$ cat src/rtl/ps_mem_arbiter_pkg.sv
// Shared definitions for the single-port SRAM arbiter: FSM state encoding and
// counter sizing for the fixed-latency read sequencer.
package ps_mem_arbiter_pkg;

  localparam logic [1:0] S_IDLE  = 2'd0;
  localparam logic [1:0] S_IM_RD = 2'd1;
  localparam logic [1:0] S_DM_RD = 2'd2;

  localparam int MEM_LAT_MAX = 7;
  localparam int CNT_W       = 3;

endpackage

$ cat src/rtl/ps_mem_arbiter.sv
// Shares one single-port SRAM between the instruction fetch port and the data
// load/store port; one access at a time, fixed-latency reads, per-port stalls.
module ps_mem_arbiter
  import ps_mem_arbiter_pkg::*;
#(
  parameter int ADDR_WIDTH = 8,
  parameter int DATA_WIDTH = 16,
  parameter int MEM_LAT    = 2
) (
  input  logic                  clk,
  input  logic                  rst,
  input  logic                  im_rd,
  input  logic [ADDR_WIDTH-1:0] im_addr,
  output logic [DATA_WIDTH-1:0] im_r_data,
  output logic                  im_stall,
  input  logic                  dm_rd,
  input  logic                  dm_wr,
  input  logic [ADDR_WIDTH-1:0] dm_addr,
  input  logic [DATA_WIDTH-1:0] dm_w_data,
  output logic [DATA_WIDTH-1:0] dm_r_data,
  output logic                  dm_stall,
  output logic                  mem_en,
  output logic                  mem_we,
  output logic [ADDR_WIDTH-1:0] mem_addr,
  output logic [DATA_WIDTH-1:0] mem_w_data,
  input  logic [DATA_WIDTH-1:0] mem_r_data
);

  localparam logic [CNT_W-1:0] LAT = CNT_W'(MEM_LAT);

  logic [1:0]            state;
  logic [1:0]            state_nxt;
  logic [CNT_W-1:0]      cnt;
  logic                  fair;
  logic [DATA_WIDTH-1:0] im_hold;
  logic [DATA_WIDTH-1:0] dm_hold;
  logic                  dm_req;
  logic                  grant_im;
  logic                  grant_dm;
  logic                  dm_load;
  logic                  rd_done;

  // DM normally wins; a pending fetch that was passed over by a DM access wins next.
  assign dm_req   = dm_rd | dm_wr;
  assign grant_im = (state == S_IDLE) && im_rd && (fair || !dm_req);
  assign grant_dm = (state == S_IDLE) && dm_req && !grant_im;
  assign dm_load  = grant_dm && !dm_wr;
  assign rd_done  = (state != S_IDLE) && (cnt == LAT);

  always_ff @(posedge clk or posedge rst) begin
    if (rst) begin
      state <= S_IDLE;
    end else begin
      state <= state_nxt;
    end
  end

  always_comb begin
    state_nxt = state;
    case (state)
      S_IDLE: begin
        if (grant_im) begin
          state_nxt = S_IM_RD;
        end else if (dm_load) begin
          state_nxt = S_DM_RD;
        end
      end
      S_IM_RD, S_DM_RD: begin
        if (rd_done) begin
          state_nxt = S_IDLE;
        end
      end
      default: state_nxt = S_IDLE;
    endcase
  end

  always_comb begin
    mem_en     = 1'b0;
    mem_we     = 1'b0;
    mem_addr   = '0;
    mem_w_data = '0;
    im_r_data  = im_hold;
    dm_r_data  = dm_hold;
    im_stall   = im_rd;
    dm_stall   = dm_req;
    if (!rst) begin
      case (state)
        S_IDLE: begin
          if (grant_im) begin
            mem_en   = 1'b1;
            mem_addr = im_addr;
          end else if (grant_dm) begin
            mem_en   = 1'b1;
            mem_addr = dm_addr;
            if (dm_wr) begin
              mem_we     = 1'b1;
              mem_w_data = dm_w_data;
              dm_stall   = 1'b0;
            end
          end
        end
        S_IM_RD: begin
          if (rd_done) begin
            im_stall  = 1'b0;
            im_r_data = mem_r_data;
          end
        end
        S_DM_RD: begin
          if (rd_done) begin
            dm_stall  = 1'b0;
            dm_r_data = mem_r_data;
          end
        end
        default: ;
      endcase
    end
  end

  // Latency counter, fairness flag and last-returned-word hold registers.
  always_ff @(posedge clk or posedge rst) begin
    if (rst) begin
      cnt     <= '0;
      fair    <= 1'b0;
      im_hold <= '0;
      dm_hold <= '0;
    end else begin
      if (grant_im || dm_load) begin
        cnt <= CNT_W'(1);
      end else if (state != S_IDLE) begin
        cnt <= rd_done ? '0 : cnt + CNT_W'(1);
      end

      if (grant_im) begin
        fair <= 1'b0;
      end else if (grant_dm && dm_wr && im_rd) begin
        fair <= 1'b1;
      end else if (state == S_DM_RD && rd_done && im_rd) begin
        fair <= 1'b1;
      end

      if (state == S_IM_RD && rd_done) begin
        im_hold <= mem_r_data;
      end
      if (state == S_DM_RD && rd_done) begin
        dm_hold <= mem_r_data;
      end
    end
  end

endmodule
$ cat config.mk
export PLATFORM = sky130hd
export DESIGN_NAME = ps_mem_arbiter
export DESIGN_NICKNAME = d
export VERILOG_FILES = /design/src/rtl/ps_mem_arbiter_pkg.sv /design/src/rtl/ps_mem_arbiter.sv
export SDC_FILE = /design/constraint.sdc
export NUM_CORES = 1
export LEC_CHECK = 0
export ABC_CLOCK_PERIOD_IN_PS = 4250
export CAP_MARGIN = 5
export CORE_UTILIZATION = 41
export CTS_CLUSTER_SIZE = 8
export DETAILED_ROUTE_END_ITERATION = 12
export PLACE_DENSITY = 0.8
export SYNTH_ARGS = -nofsm -noshare
export SYNTH_HDL_FRONTEND = slang
export SYNTH_SLANG_ARGS = --single-unit
$ cat constraint.sdc
create_clock -name clk -period 4.25 [get_ports clk]
set_clock_uncertainty 0.15 [all_clocks]
set_input_delay 0.85 -clock clk [delete_from_list [all_inputs] [get_ports clk]]
set_output_delay 0.85 -clock clk [all_outputs]
set_load 0.005 [all_outputs]
Word level (Yosys, flattened, before mapping)
Index checks and enable logic that the tools add are counted.

Add/sub/neg operators: 1. Equality and inequality tests: 5. Multiplexer cells: 43. Bitwise logic cells: 1. Reduce and logical (&&, ||, !) cells: 22.

Operators by type and width (count): $mux W16 (11); $mux W8 (4); $mux W1 (20); $logic_and A1 B1 Y1 (11); $mux W3 (3); $mux W2 (3); $pmux W2 S2 (1); $reduce_bool A2 Y1 (2); $add A3 B1 Y3 const B (1); $eq A3 B2 Y1 const B (1); $logic_not A1 Y1 (3); $ne A3 B3 Y1 const B (1); $reduce_bool A3 Y1 (1); $eq A2 B1 Y1 const B (1); $eq A2 B2 Y1 const B (1); $logic_not A2 Y1 (1); $logic_or A1 B1 Y1 (2); $ne A2 B2 Y1 const B (1); $pmux W1 S2 (1); $reduce_and A2 Y1 (1); $reduce_or A2 Y1 (1); $or A1 B1 Y1 (1).

Register bits: 38. Output and inout port bits: 60.

Longest topological paths before layout
Depth in word-level cells: 10. Gate-level depth with buffers: 8.

Worst setup path after synthesis
OpenSTA, ideal clock, no wires.

Path kind: input -> output. Start: input port rst. End: output port dm_r_data[10]. Arrival: 2.540 ns. Required time: 3.250 ns. Path slack: 0.710 ns. Cell stages on the path: 5. Cell sequence: inv_1 > and3_1 > buf_6 > buf_12 > mux2_4.

Cells in the longest elaborated chain, start to end: 1.

RTL lines: start: declaration (RTL line ps_mem_arbiter.sv:11) `input logic rst,`; $mux W16 (RTL line ps_mem_arbiter.sv:86) `if (!rst) begin`; end: declaration (RTL line ps_mem_arbiter.sv:20) `output logic [DATA_WIDTH-1:0] dm_r_data,`.

No other way between the ends.

Worst setup path after layout
Start: register state[1]. End: output port mem_addr[3].

Cells in the longest elaborated chain, start to end: 9.

RTL lines: start: declaration (RTL line ps_mem_arbiter.sv:31) `logic [1:0] state;`; start signal: assignment (RTL line ps_mem_arbiter.sv:54) `state <= state_nxt;`; $logic_not A2 Y1 * (RTL line ps_mem_arbiter.sv:45, ps_mem_arbiter.sv:46, ps_mem_arbiter.sv:87); $logic_and A1 B1 Y1 (2 in a row) (RTL line ps_mem_arbiter.sv:45) `assign grant_im = (state == S_IDLE) && im_rd && (fair || !dm_req);`; $logic_not A1 Y1 (RTL line ps_mem_arbiter.sv:46) `assign grant_dm = (state == S_IDLE) && dm_req && !grant_im;`; $logic_and A1 B1 Y1 (RTL line ps_mem_arbiter.sv:46); $mux W8 (RTL line ps_mem_arbiter.sv:92) `end else if (grant_dm) begin`; $mux W8 (RTL line ps_mem_arbiter.sv:89) `if (grant_im) begin`; $mux W8 * (RTL line ps_mem_arbiter.sv:87) `case (state)`; $mux W8 * (RTL line ps_mem_arbiter.sv:86); end: declaration (RTL line ps_mem_arbiter.sv:24) `output logic [ADDR_WIDTH-1:0] mem_addr,`.

Mark *: on every way between the ends. The rest lies on a longest branch, timed or not.

==> results.tsv <==
metric	value	unit
CTS tree	built	
GRT overflow	0	
Final period util	92.45	%
Final Net Count	361	
fmax	254.5	MHz
drt wl/cell	15.18	um
max-cap violations	0	
Final Max Slew Viols	0	
Min-Delay Path Class	flop to flop	
Yosys warnings	0	
Total Routed Length	5708	um
Area contributors post-synth	dfrtp_1, mux2_2, mux2_4	
antenna-violating nets left	0	
Area growth syn-to-layout	51.34	%
core box area	0.005574	mm2
data required time of the worst path	3250	ps
number of synthesized flops with an enable pin	0	
commonest non-fill, non-tap cell in the layout	clkdlybuf4s50_1	
crit path launch type	flop	
Leak	1.588	nW
I/O Pins	113	
routability cong.	0.7624	
area leader, netlist	dfrtp_1	
total iterations of the first detailed-routing run	4	
commonest cells after routing, fill and taps aside	clkdlybuf4s50_1, mux2_2, dfrtp_1	
Finish-stage setup viols	0	
flops & latches, synth	38	
cell count after synthesis	190	
Final Critical Period	3929	ps
asr flop ratio synth	100.0	%
port buffer count	112	
area share of the largest cell type after synthesis	39.81	%
Crit. End Element	primary output	
CTS resizes	0	
Ant. Diodes	0	
Cell variety after synth	32	
Fillers	466	
RSZ-0062 raised after global routing	no	
Seq/Total Area, Yosys	39.81	%
net count of the mapped netlist	248	
Overall Global Routing Usage	19.28	%
Synth Cell Area	0.002389	mm2
final hold viol count	0	
Crit Path Category	flop to primary output	
actual slew at the worst max-slew pin	865.8	ps
Post-CTS Setup Bufs	0	
Vias	1898	
Post-Place Worst Slack	385.0	ps
VDD IR max	272.0	uV
die span in x	78.33	um
most used flip-flop cell after synthesis	dfrtp_1	
crit path DAT	2930	ps
Setup TNS Final	0	ps
1st-iter DRT viols	46	
Starting Density	42.85	%
outcome	complete, no violations	
headroom to the max-slew limit	42.28	%
power density over the cells	510.7	mW/mm2
worst setup margin	320.7	ps
largest net degree at the start of global routing	28	
H-tree level count	2	
# hold bufs at CTS	0	
Die ar.	0.006135	mm2
DRC violations left	0	
clk sinks	38	
routed vias/inst	5.048	
share of cells above drive strength 1	26.64	%
worst-path maximum fanout	17	
synthesized area per cell	12.57	um2
initial antenna violation count	0	
global-route wire length before repair	9287	um
clock buffer depth	2	
root buf cell	clkbuf_8	
clk slew on worst S/H paths	70	ps
Die H	78.33	um
Site Rows	27	
dpl hpwl	4172	um
CTS Buf Count	5	
worst skew pair latency	290	ps
vias in the first global route	1941	
-- through the flow --
stage               power [W]  instances  instance area, um2  hold WS, ps  utilization [%]
floorplan            0.001130        190                2389        326.6                -
finish               0.001846        376                3615        356.1            64.85
CTS                  0.001862        376                3615        359.0            64.85
global placement     0.001570        368                3520        336.8            63.14
global route         0.001974        376                3615        383.1            64.85
detailed placement   0.001595        368                3520        342.1            63.14
-- cell type report --
cell class | count | area (um2) | share of cell area [%]
Multi-Input combinational cell | 134 | 1294 | 35.79
Timing Repair Buffer | 117 | 1159 | 32.05
Sequential cell | 38 | 950.9 | 26.31
Tap cell | 72 | 90.09 | 2.492
Clock buffer | 6 | 82.58 | 2.285
Inverter | 7 | 26.28 | 0.7269
Clock inverter | 2 | 12.51 | 0.3461
-- worst max-delay path: stages (launching register included) --
cell and delay, ps:
dfrtp_1 420, inv_1 100, ha_1 580, nor2b_1 310
nand2_1 70, nor2_1 440, a22o_1 220, clkdlybuf4s50_1 510
-- cell families after synthesis --
group / after synthesis / synth area share (%)
multiplexers: 64 / 33.32
AND/OR/NAND/NOR: 43 / 11.32
flip-flops: 38 / 39.81
AO/OA/AOI/OAI: 22 / 6.915
buffers and inverters: 18 / 6.024
adder cells (fa/ha/maj): 5 / 2.619
-- per-layer routing --
metal | vias up | wire, um | track usage [%]
met5 | - | 0 | 0
met3 | 6 | 437 | 3.953
met1 | 912 | 2516 | 22.58
met2 | 81 | 2683 | 34.47
li1 | 899 | - | -
met4 | 0 | 70 | 7.222
-- synth_stat cells (3+ instances only) --
master,number
and3_1,3
buf_6,5
inv_1,7
ha_1,5
mux2_4,20
mux2_2,44
o21ai_0,4
a22o_1,9
and2_1,17
nor2b_1,4
nand2_1,5
dfrtp_1,38
nor2_1,3
-- registers in the layout, summed over array words and instances (netlist names) --
name,cells
cnt,3
dm_hold,16
fair,1
im_hold,16
state,2
-- path summary, 6_finish.rpt --
check	from	endpoint	slack, ps	depth (start not counted)
setup / recovery	state[1]	mem_addr[3]	320	7
hold / removal	im_hold[12]	im_hold[12]	360	1
setup reg to reg	state[0]	im_hold[7]	1750	5
hold reg to reg	im_hold[12]	im_hold[12]	360	1
min in group asynchronous	rst	dm_hold[8]	860	3
max in group asynchronous	rst	dm_hold[9]	2760	3
-- report_power, final --
group	internal (W)	switching, W
Combinational	0.000662	0.000318
Sequential	0.000519	0.0000887
Clock	0.000130	0.000128
No activity file was read; power rests on OpenSTA's default activity.
